`src/rtl/fport_pkg.sv`:
```
// Shared FPort constants, transmitter state encoding and the frame checksum step.
// The receiver reuses fport_crc_step when it validates incoming frames.
package fport_pkg;

    localparam logic [7:0] FPORT_FRAME_BYTE    = 8'h7E;
    localparam logic [7:0] FPORT_ESCAPE_BYTE   = 8'h7D;
    localparam logic [7:0] FPORT_ESCAPE_XOR    = 8'h20;
    localparam logic [7:0] FPORT_DOWNLINK_LEN  = 8'h08;
    localparam logic [7:0] FPORT_DOWNLINK_TYPE = 8'h81;
    localparam logic [7:0] FPORT_PRIM_DATA     = 8'h10;

    typedef enum logic [1:0] {
        IDLE,
        TURNAROUND,
        SEND,
        FINISH
    } fport_tx_state_t;

    // Byte add with end-around carry; the result never exceeds 8 bits.
    function automatic logic [7:0] fport_crc_step(input logic [7:0] sum, input logic [7:0] b);
        logic [8:0] s;
        s = {1'b0, sum} + {1'b0, b};
        return s[7:0] + {7'd0, s[8]};
    endfunction

    function automatic logic fport_needs_escape(input logic [7:0] b);
        return (b == FPORT_FRAME_BYTE) || (b == FPORT_ESCAPE_BYTE);
    endfunction

endpackage

```
`src/rtl/fport_uart_tx_byte.sv`:
```
// Inverted 8N1 byte serializer: start=1, data bits as ~bit LSB first, stop/idle=0.
// byte_done is asserted on the last clock of the stop bit so a new load can follow immediately.
module fport_uart_tx_byte #(
    parameter int clocks_per_bit = 104
) (
    input  logic       clock,
    input  logic       reset_n,
    input  logic       load,
    input  logic [7:0] data_byte,
    output logic       line,
    output logic       busy,
    output logic       byte_done
);

    localparam int              PERIOD_W    = $clog2(clocks_per_bit);
    localparam logic [PERIOD_W-1:0] PERIOD_LAST = PERIOD_W'(clocks_per_bit - 1);
    localparam logic [3:0]      STOP_BIT    = 4'd9;

    logic [PERIOD_W-1:0] period_cnt;
    logic [3:0]          bit_cnt;
    logic [7:0]          shift_q;

    always_ff @(posedge clock) begin
        if (!reset_n) begin
            busy       <= 1'b0;
            bit_cnt    <= 4'd0;
            period_cnt <= '0;
            shift_q    <= 8'd0;
        end else if (load) begin
            busy       <= 1'b1;
            bit_cnt    <= 4'd0;
            period_cnt <= PERIOD_LAST;
            shift_q    <= data_byte;
        end else if (busy) begin
            if (period_cnt != '0) begin
                period_cnt <= period_cnt - 1'b1;
            end else if (bit_cnt == STOP_BIT) begin
                busy <= 1'b0;
            end else begin
                bit_cnt    <= bit_cnt + 1'b1;
                period_cnt <= PERIOD_LAST;
                // bit 0 of shift_q is always the data bit on the wire
                if (bit_cnt != 4'd0) shift_q <= shift_q >> 1;
            end
        end
    end

    always_comb begin
        byte_done = busy && (bit_cnt == STOP_BIT) && (period_cnt == '0);
        if (!busy)                    line = 1'b0;
        else if (bit_cnt == 4'd0)     line = 1'b1;
        else if (bit_cnt == STOP_BIT) line = 1'b0;
        else                          line = ~shift_q[0];
    end

endmodule

```
`src/rtl/fport_telemetry_tx.sv`:
```
// FPort downlink telemetry transmitter: builds, stuffs and sends one frame per accepted start.
// state      | meaning
// IDLE       | ready, waiting for start
// TURNAROUND | line driven idle for turnaround_bits bit periods
// SEND       | feeding wire bytes (with escapes) to the serializer
// FINISH     | line released, done pulse
module fport_telemetry_tx
    import fport_pkg::*;
#(
    parameter int clock_frequency = 12000000,
    parameter int fport_baudrate  = 115_200,
    parameter int clocks_per_bit  = clock_frequency / fport_baudrate,
    parameter int turnaround_bits = 1
) (
    input  logic        clock,
    input  logic        reset_n,
    input  logic        start,
    input  logic [15:0] app_id,
    input  logic [31:0] data,
    output logic        ready,
    output logic        tx_enable,
    output logic        tx_out,
    output logic        done
);

    localparam int                TA_CLOCKS = turnaround_bits * clocks_per_bit;
    localparam int                TA_W      = $clog2(TA_CLOCKS + 1);
    localparam logic [TA_W-1:0]   TA_LAST   = TA_W'(TA_CLOCKS - 1);
    localparam logic [3:0]        LAST_IDX  = 4'd11;

    fport_tx_state_t state, state_next;

    logic [15:0]     app_id_q;
    logic [31:0]     data_q;
    logic [7:0]      crc_sum;
    logic [3:0]      byte_idx;
    logic            esc_flag;
    logic [TA_W-1:0] ta_cnt;

    logic [7:0] cur_byte, next_byte, ser_byte;
    logic [3:0] next_idx;
    logic       next_esc, ser_load, ser_line, ser_busy, ser_byte_done;

    function automatic logic [7:0] frame_byte(input logic [3:0] idx, input logic [15:0] a,
                                              input logic [31:0] d, input logic [7:0] sum);
        case (idx)
            4'd1:    return FPORT_DOWNLINK_LEN;
            4'd2:    return FPORT_DOWNLINK_TYPE;
            4'd3:    return FPORT_PRIM_DATA;
            4'd4:    return a[7:0];
            4'd5:    return a[15:8];
            4'd6:    return d[7:0];
            4'd7:    return d[15:8];
            4'd8:    return d[23:16];
            4'd9:    return d[31:24];
            4'd10:   return 8'hFF - sum;
            default: return FPORT_FRAME_BYTE;
        endcase
    endfunction

    always_comb begin
        cur_byte  = frame_byte(byte_idx, app_id_q, data_q, crc_sum);
        next_idx  = byte_idx + 4'd1;
        next_byte = frame_byte(next_idx, app_id_q, data_q, crc_sum);
        // only the opening and closing flags are exempt from stuffing
        next_esc  = (next_idx != LAST_IDX) && fport_needs_escape(next_byte);
    end

    always_ff @(posedge clock) begin
        if (!reset_n) state <= IDLE;
        else          state <= state_next;
    end

    always_comb begin
        state_next = state;
        ser_load   = 1'b0;
        ser_byte   = FPORT_FRAME_BYTE;
        case (state)
            IDLE: if (start) state_next = TURNAROUND;
            TURNAROUND: begin
                if (ta_cnt == '0 && !ser_busy) begin
                    ser_load   = 1'b1;
                    state_next = SEND;
                end
            end
            SEND: begin
                if (ser_byte_done) begin
                    if (esc_flag) begin
                        ser_load = 1'b1;
                        ser_byte = cur_byte ^ FPORT_ESCAPE_XOR;
                    end else if (byte_idx == LAST_IDX) begin
                        state_next = FINISH;
                    end else begin
                        ser_load = 1'b1;
                        ser_byte = next_esc ? FPORT_ESCAPE_BYTE : next_byte;
                    end
                end
            end
            FINISH:  state_next = IDLE;
            default: state_next = IDLE;
        endcase
    end

    // crc_sum absorbs each byte as it is queued, so it is complete before index 10 is built
    always_ff @(posedge clock) begin
        if (!reset_n) begin
            app_id_q <= 16'd0;
            data_q   <= 32'd0;
            crc_sum  <= 8'd0;
            byte_idx <= 4'd0;
            esc_flag <= 1'b0;
            ta_cnt   <= '0;
        end else if (state == IDLE) begin
            if (start) begin
                app_id_q <= app_id;
                data_q   <= data;
                crc_sum  <= 8'd0;
                byte_idx <= 4'd0;
                esc_flag <= 1'b0;
                ta_cnt   <= TA_LAST;
            end
        end else if (state == TURNAROUND) begin
            if (ta_cnt != '0) ta_cnt <= ta_cnt - 1'b1;
        end else if (state == SEND && ser_byte_done) begin
            if (esc_flag) begin
                esc_flag <= 1'b0;
            end else if (byte_idx != LAST_IDX) begin
                byte_idx <= next_idx;
                esc_flag <= next_esc;
                if (next_idx <= 4'd9) crc_sum <= fport_crc_step(crc_sum, next_byte);
            end
        end
    end

    always_comb begin
        ready     = (state == IDLE);
        tx_enable = (state == TURNAROUND) || (state == SEND);
        done      = (state == FINISH);
        tx_out    = (state == SEND) ? ser_line : 1'b0;
    end

    fport_uart_tx_byte #(
        .clocks_per_bit(clocks_per_bit)
    ) u_uart_tx_byte (
        .clock     (clock),
        .reset_n   (reset_n),
        .load      (ser_load),
        .data_byte (ser_byte),
        .line      (ser_line),
        .busy      (ser_busy),
        .byte_done (ser_byte_done)
    );

endmodule

```
`config.mk`:
```
export PLATFORM = sky130hd
export DESIGN_NAME = fport_telemetry_tx
export DESIGN_NICKNAME = d
export VERILOG_FILES = /design/src/rtl/fport_pkg.sv /design/src/rtl/fport_uart_tx_byte.sv /design/src/rtl/fport_telemetry_tx.sv
export SDC_FILE = /design/constraint.sdc
export NUM_CORES = 1
export LEC_CHECK = 0
export CAP_MARGIN = 20
export CORE_MARGIN = 2
export CORE_UTILIZATION = 50
export DETAILED_ROUTE_END_ITERATION = 7
export GPL_TIMING_DRIVEN = 1
export PLACE_DENSITY = 0.77
export SLEW_MARGIN = 20
export SYNTH_ARGS = -nofsm -noshare
export SYNTH_HDL_FRONTEND = slang
export SYNTH_SLANG_ARGS = --single-unit
export TNS_END_PERCENT = 100
```
`constraint.sdc`:
```
create_clock -name clock -period 4 [get_ports clock]
set_input_delay 0.4 -clock clock [delete_from_list [all_inputs] [get_ports clock]]
set_output_delay 0.4 -clock clock [all_outputs]
set_load 0.01 [all_outputs]
```
=== Word-level counts from Yosys, hierarchy flattened ===
Cells that the tools add are included.

* Flip-flop bits (word level): 90
* Output and inout bits: 4
* Word-level logic and storage cells: 156
* Bits in latches: 0
* Bits in writable memories: 0
* Bits of input ports: 51
* Memories kept: 0
* Bits in read-only memories: 0

* Multipliers: 0
* Bitwise operators: 5
* Equal/unequal tests: 40
* Shift-type cells: 0
* Div/mod/pow operators: 0
* Add/sub/neg operators: 7
* Magnitude comparators: 1
* Mux-type cells: 58
* Reductions and logical operators: 33

{| class="wikitable"
|+ Operators with widths
! kind !! number
|-
| $pmux 8 s10 || 2
|-
| $mux 8 || 17
|-
| $mux 7 || 8
|-
| $eq 4x3->1 const B || 8
|-
| $eq 4x4->1 const B || 8
|-
| $mux 4 || 6
|-
| $mux 1 || 18
|-
| $ne 2x2->1 const B || 9
|-
| $eq 4x2->1 const B || 4
|-
| $eq 8x7->1 const B || 2
|-
| $logic_not 7->1 || 2
|-
| $reduce_bool 2->1 || 7
|-
| $reduce_bool 7->1 || 2
|-
| $sub 7x1->7 const B || 2
|-
| $mux 2 || 5
|-
| $reduce_and 5->1 || 2
|-
| $add 8x8->9 || 1
|-
| $reduce_and 3->1 || 3
|-
| $add 4x1->4 const B || 2
|-
| $add 8x1->8 || 1
|-
| $eq 4x1->1 const B || 2
|-
| $ne 4x4->1 const B || 2
|-
| $pmux 2 s4 || 1
|-
| $sub 8x8->8 const A || 1
|-
| other kinds (17) || 29
|}

=== Longest topological paths before layout ===
Gate-level depths: netlist of the first run.

* Depth after elaboration: 12
* Gate-level depth with buffers: 22

=== Cells and area by module ===
From an unflattened synthesis of the first run, not the netlist that was laid out.

* Cell total of the unflattened synthesis: 754
* Area total of the unflattened synthesis: 5731.7 sq um

{| class="wikitable"
|+ By module, submodules not included
! module !! area an instance (sq um) !! instances !! cells each !! sequential area each (sq um)
|-
| fport_telemetry_tx || 4682.0 || 1 || 641 || 1401.3
|-
| fport_uart_tx_byte || 1049.8 || 1 || 113 || 400.4
|}

=== Worst setup path after synthesis of the first run ===
OpenSTA, ideal clock, no wires.

* Path kind: register to register
* Start point: register byte_idx[1]
* End point: register crc_sum[7]
* Stages on the path, launching flop included: 22
* Library setup time: 0.122 ns
* Period minus slack after synthesis: 3.922 ns
* Path buffers: 0
* Arrival: 3.800 ns
* Slack: 0.078 ns
* Cell sequence: dfxtp_1 > ha_1 > and2b_1 > a21oi_1 > o21ai_1 > a21boi_0 > a211oi_1 > inv_1 > ha_1 > inv_1 > fa_1 > nor2b_1 > o31a_1 > o31a_1 > o21ai_0 > nand2b_1 > ha_1 > and3_1 > nand4_1 > xor2_1 > xnor2_1 > o21ai_0

* Cells in the longest elaborated chain, start to end: 11

{| class="wikitable"
|+ RTL lines
! element !! line !! text
|-
| from (decl) || fport_telemetry_tx.sv:36 || <nowiki>logic [3:0] byte_idx;</nowiki>
|-
| from (signal assigned) || fport_telemetry_tx.sv:128 || <nowiki>byte_idx <= next_idx;</nowiki>
|-
| $add 4x1->4 || fport_telemetry_tx.sv:63 || <nowiki>next_idx = byte_idx + 4'd1;</nowiki>
|-
| $eq 4x4->1 (tied with other cells) || fport_telemetry_tx.sv:46 || <nowiki>case (idx)</nowiki>
|-
| $pmux 8 s10 || fport_telemetry_tx.sv:46 ||
|-
| $add 8x8->9 || fport_pkg.sv:22 || <nowiki>s = {1'b0, sum} + {1'b0, b};</nowiki>
|-
| $add 8x1->8 || fport_pkg.sv:23 || <nowiki>return s[7:0] + {7'd0, s[8]};</nowiki>
|-
| $mux 8 || fport_telemetry_tx.sv:130 || <nowiki>if (next_idx <= 4'd9) crc_sum <= fport_crc_step(crc_sum, next_byte);</nowiki>
|-
| $mux 8 || fport_telemetry_tx.sv:127 || <nowiki>end else if (byte_idx != LAST_IDX) begin</nowiki>
|-
| $mux 8 || fport_telemetry_tx.sv:125 || <nowiki>if (esc_flag) begin</nowiki>
|-
| $mux 8 || fport_telemetry_tx.sv:124 || <nowiki>end else if (state == SEND && ser_byte_done) begin</nowiki>
|-
| $mux 8 || fport_telemetry_tx.sv:122 || <nowiki>end else if (state == TURNAROUND) begin</nowiki>
|-
| $mux 8 || fport_telemetry_tx.sv:113 || <nowiki>end else if (state == IDLE) begin</nowiki>
|-
| to (signal assigned) || fport_telemetry_tx.sv:130 ||
|-
| to (decl) || fport_telemetry_tx.sv:35 || <nowiki>logic [7:0] crc_sum;</nowiki>
|}

Parallel ways exist; a longest one is shown, timed or not. The select of a mux whose other input is x is not followed.
A chain may end at the register's enable or synchronous reset.

=== Final worst setup path of the first run ===
* Start point: register byte_idx[1]
* End point: register crc_sum[2]

The elaborated chain is that of the path after synthesis.

==> impl_metrics.yaml, run 1 <==
power_and_ir_drop:
  p_leak_nw: 2.59
  report.power.total_w: 0.00334
  p_per_area_nw_per_um2: 492
  ir_drop_mv: 0.352
detailed_routing:
  top_layer_used: "met4"
  finalWirelength_um: 16600
  drt_iter0_markers: 587
  routed_via_density: 5.89
  vias: 5610
  drc_errors: 0
  drtAntennaViolNets: 0
  met3_length_um: 834
  firstDrtPassIters: 6
  met2_length_um: 8270
  routedWlPerCell_um: 17.4
  wl_met1_um: 7240
setup_path:
  crit_buf_inv: 2
  timing.critical_path.from: "byte_idx[1]"
  path_delay_family: "compound AO/OA/AOI/OAI gates"
  cp-end-kind: "flop"
  crit_path_max_fanout: 7
  critical_path_class: "flop to flop"
  cp_slowest_cell: "dfxtp_4"
  path_cells: "ha_4 > and2b_2 > a21oi_2 > o21ai_2 > a21boi_1 > a211oi_2 > inv_1 > ha_2 > inv_1 > fa_2 > nor2b_2 > o31a_1 > o31a_1 > o21ai_1 > nand2b_1 > ha_2 > ha_1 > xnor2_1 > nor3_1 > a21oi_1 > nor2_1"
  worst_path_largest_cell_delay_ns: 0.42
  cp.required_ns: 4.26
  crit-reg2reg-launch: "byte_idx[1]"
  worst-endpoint-arrival_ns: 4.18
  start_kind: "flop"
sta:
  hold_viol_final: 0
  period_share: 0.978
  period_minus_slack_ns: 3.91
  rsz0062_at_grt: "true"
  hold_slack_ns: 0.467
  slew_headroom: 0.338
  setup_viol_count_final: 0
  layout_setup_ws_ns: 0.0861
  maxSlewViolCount: 0
  finClkSkew_ns: 0.00697
  max_freq_ghz: 0.256
  tightest_slew_ns: 0.986
yosys:
  ys_types: 66
  synth_fp_nets: 809
  synthArstFlopShare: 0
  yosys_register_bits: 90
  ys_seq_area_frac: 0.331
  syn_inst: 732
  synth_enable_flop_cells: 0
  netlist_area_um2: 5450
  yosys_warnings: 0
  syn_avg_cell_area_um2: 7.44
  ys.flop_type: "dfxtp_1"
cts:
  cts_sinks: 90
  worstSkewPairLatency_ns: 0.38
  cts.path.max_buffers: 2
  htree_levels: 3
  clock_tree.root_cell: "clkbuf_8"
  cts_tree: "built"
  cts.reportedPaths.clkPinSlew_ns: 0.09
  cts-buffers-inserted: 9
job:
  drv_cap: 0
final_layout:
  area_growth_pct: 24.6
  layout.nets: 884
  layout_commonest_cell: "nand2_1"
  antennaDiodeCount: 0
  final_core_util: 0.632
  fin_area_um2: 6790
  layout-drive-gt1-share: 0.139
  layout_common_cells: "nand2_1 (145), dfxtp_1 (88), a21oi_1 (83)"
hold_path:
  min_from: "u_uart_tx_byte.shift_q[5]"
  hold_path_class: "flop to flop"
floorplan:
  dieArea_um2: 11700
  num_rows: 38
  die_y_um: 108
  coreArea_um2: 10700
  boundaryPins: 55
  fp.dieW_um: 108
  initial_core_util: 0.507
placed_design:
  pre_cts_ws_ns: -0.345
  place.gp.congestion: 0.913
  io_buffers: 54
  dpl.hpwl_um: 12100
  place_area_um2: 6260
grt:
  grt_max_degree: 54
  first_global_vias: 5376
  track_usage: 0.281
  gr-total-overflow: 0
  grt_pass1_wl_um: 25900
  antenna_found_initial: 0
run_status:
  status: "finished, final reports clean"
-- Yosys cell counts (5+ instances only) --
cell type,count,area [um2]
clkbuf_1,28,105
nand4_1,6,37.5
nor2_1,55,206
xnor2_1,16,140
nand2_1,145,544
a211oi_1,12,90.1
buf_2,11,55.1
a21oi_1,85,425
dfxtp_1,90,1800
nor3_1,17,85.1
buf_1,6,22.5
ha_1,25,313
xor2_1,5,43.8
o21ai_0,32,160
nand3_1,20,100
nor2b_1,6,37.5
and3_1,6,37.5
a222oi_1,10,100
inv_1,28,105
o21ai_1,5,25.0
o21a_1,8,60.1
a22oi_1,32,240
nand2b_1,7,43.8
-- registers in the layout, summed over array words and instances, names as in the netlist --
signal,count
byte_idx,4
u_uart_tx_byte.bit_cnt,4
ta_cnt,7
u_uart_tx_byte.shift_q,8
u_uart_tx_byte.busy,1
data_q,32
state,2
crc_sum,8
esc_flag,1
u_uart_tx_byte.period_cnt,7
app_id_q,16
-- through the flow --
stage          std cells  TNS, ns
2_1_floorplan        732        0
5_1_grt              952   -0.724
6_report             952        0
3_3_place_gp         917    -1.00
3_5_place_dp         917    -1.77
4_1_cts              937        0
-- power breakdown --
part           leakage [nW]  switching, W  internal (W)  total, W
Sequential            0.736      0.000148       0.00105   0.00119
Combinational          1.75      0.000849      0.000614   0.00146
Clock                 0.100      0.000377      0.000302  0.000679
-- path summary, 6_finish.rpt --
check | slack, ns | depth (start not counted) | end
worst max-delay path | 0.09 | 21 | crc_sum[2]
worst min-delay path | 0.47 | 2 | u_uart_tx_byte.shift_q[5]
worst max register to register | 0.09 | 21 | crc_sum[2]
worst min register to register | 0.47 | 2 | u_uart_tx_byte.shift_q[5]
-- timing repair --
| item | CTS | global route |
|---|---|---|
| pin swaps | 7 | 22 |
| hold buffers | 0 | 0 |
| gates resized for setup | 10 | 32 |
| cloned | 0 | 1 |
| endpoints found under the hold margin | 0 | 0 |
| buffers inserted | 4 | 14 |
| endpoints found under the setup margin | 8 | 8 |
-- layer usage --
metal / GRT usage / vias to the layer above
met2: 0.490 / 167
met4: 0.0934 / 0
met5: 0 / -
li1: - / 2738
met3: 0.0488 / 25
met1: 0.350 / 2680
-- worst min-delay path, cell delays in order, from the launching register on --
cell and delay [ns]:
dfxtp_1 0.32, nand2_1 0.06, a21oi_1 0.05
-- cells by family after synthesis --
kind of cell    after synthesis  synth area share
xor+xnor                     21            0.0338
flops                        90             0.331
buf+inv                      76            0.0572
fa+ha+maj                    26            0.0611
compound gates              229             0.272
simple gates                285             0.236
mux                           5           0.00942
-- final cells by class --
type                       count  area (um2)
tap                          140         175
sequential                    90        1810
fill                         996        3960
inverter                      28         108
clock buffer                   9         124
clock inverter                 7        85.1
timing repair buffer         112        1020
multi-input combinational    566        3460
Note: power is estimated with default switching activity, not from simulation.
==> run 2, diff against run 1 <==
--- a/config.mk
+++ b/config.mk
@@ -10,6 +10,7 @@
 export CORE_UTILIZATION = 50
 export DETAILED_ROUTE_END_ITERATION = 7
 export GPL_TIMING_DRIVEN = 1
+export HOLD_SLACK_MARGIN = 0.03
 export PLACE_DENSITY = 0.77
 export SLEW_MARGIN = 20
 export SYNTH_ARGS = -nofsm -noshare
==> results of run 2 <==
Final layout, timing and power as in run 1 (identical DEF).
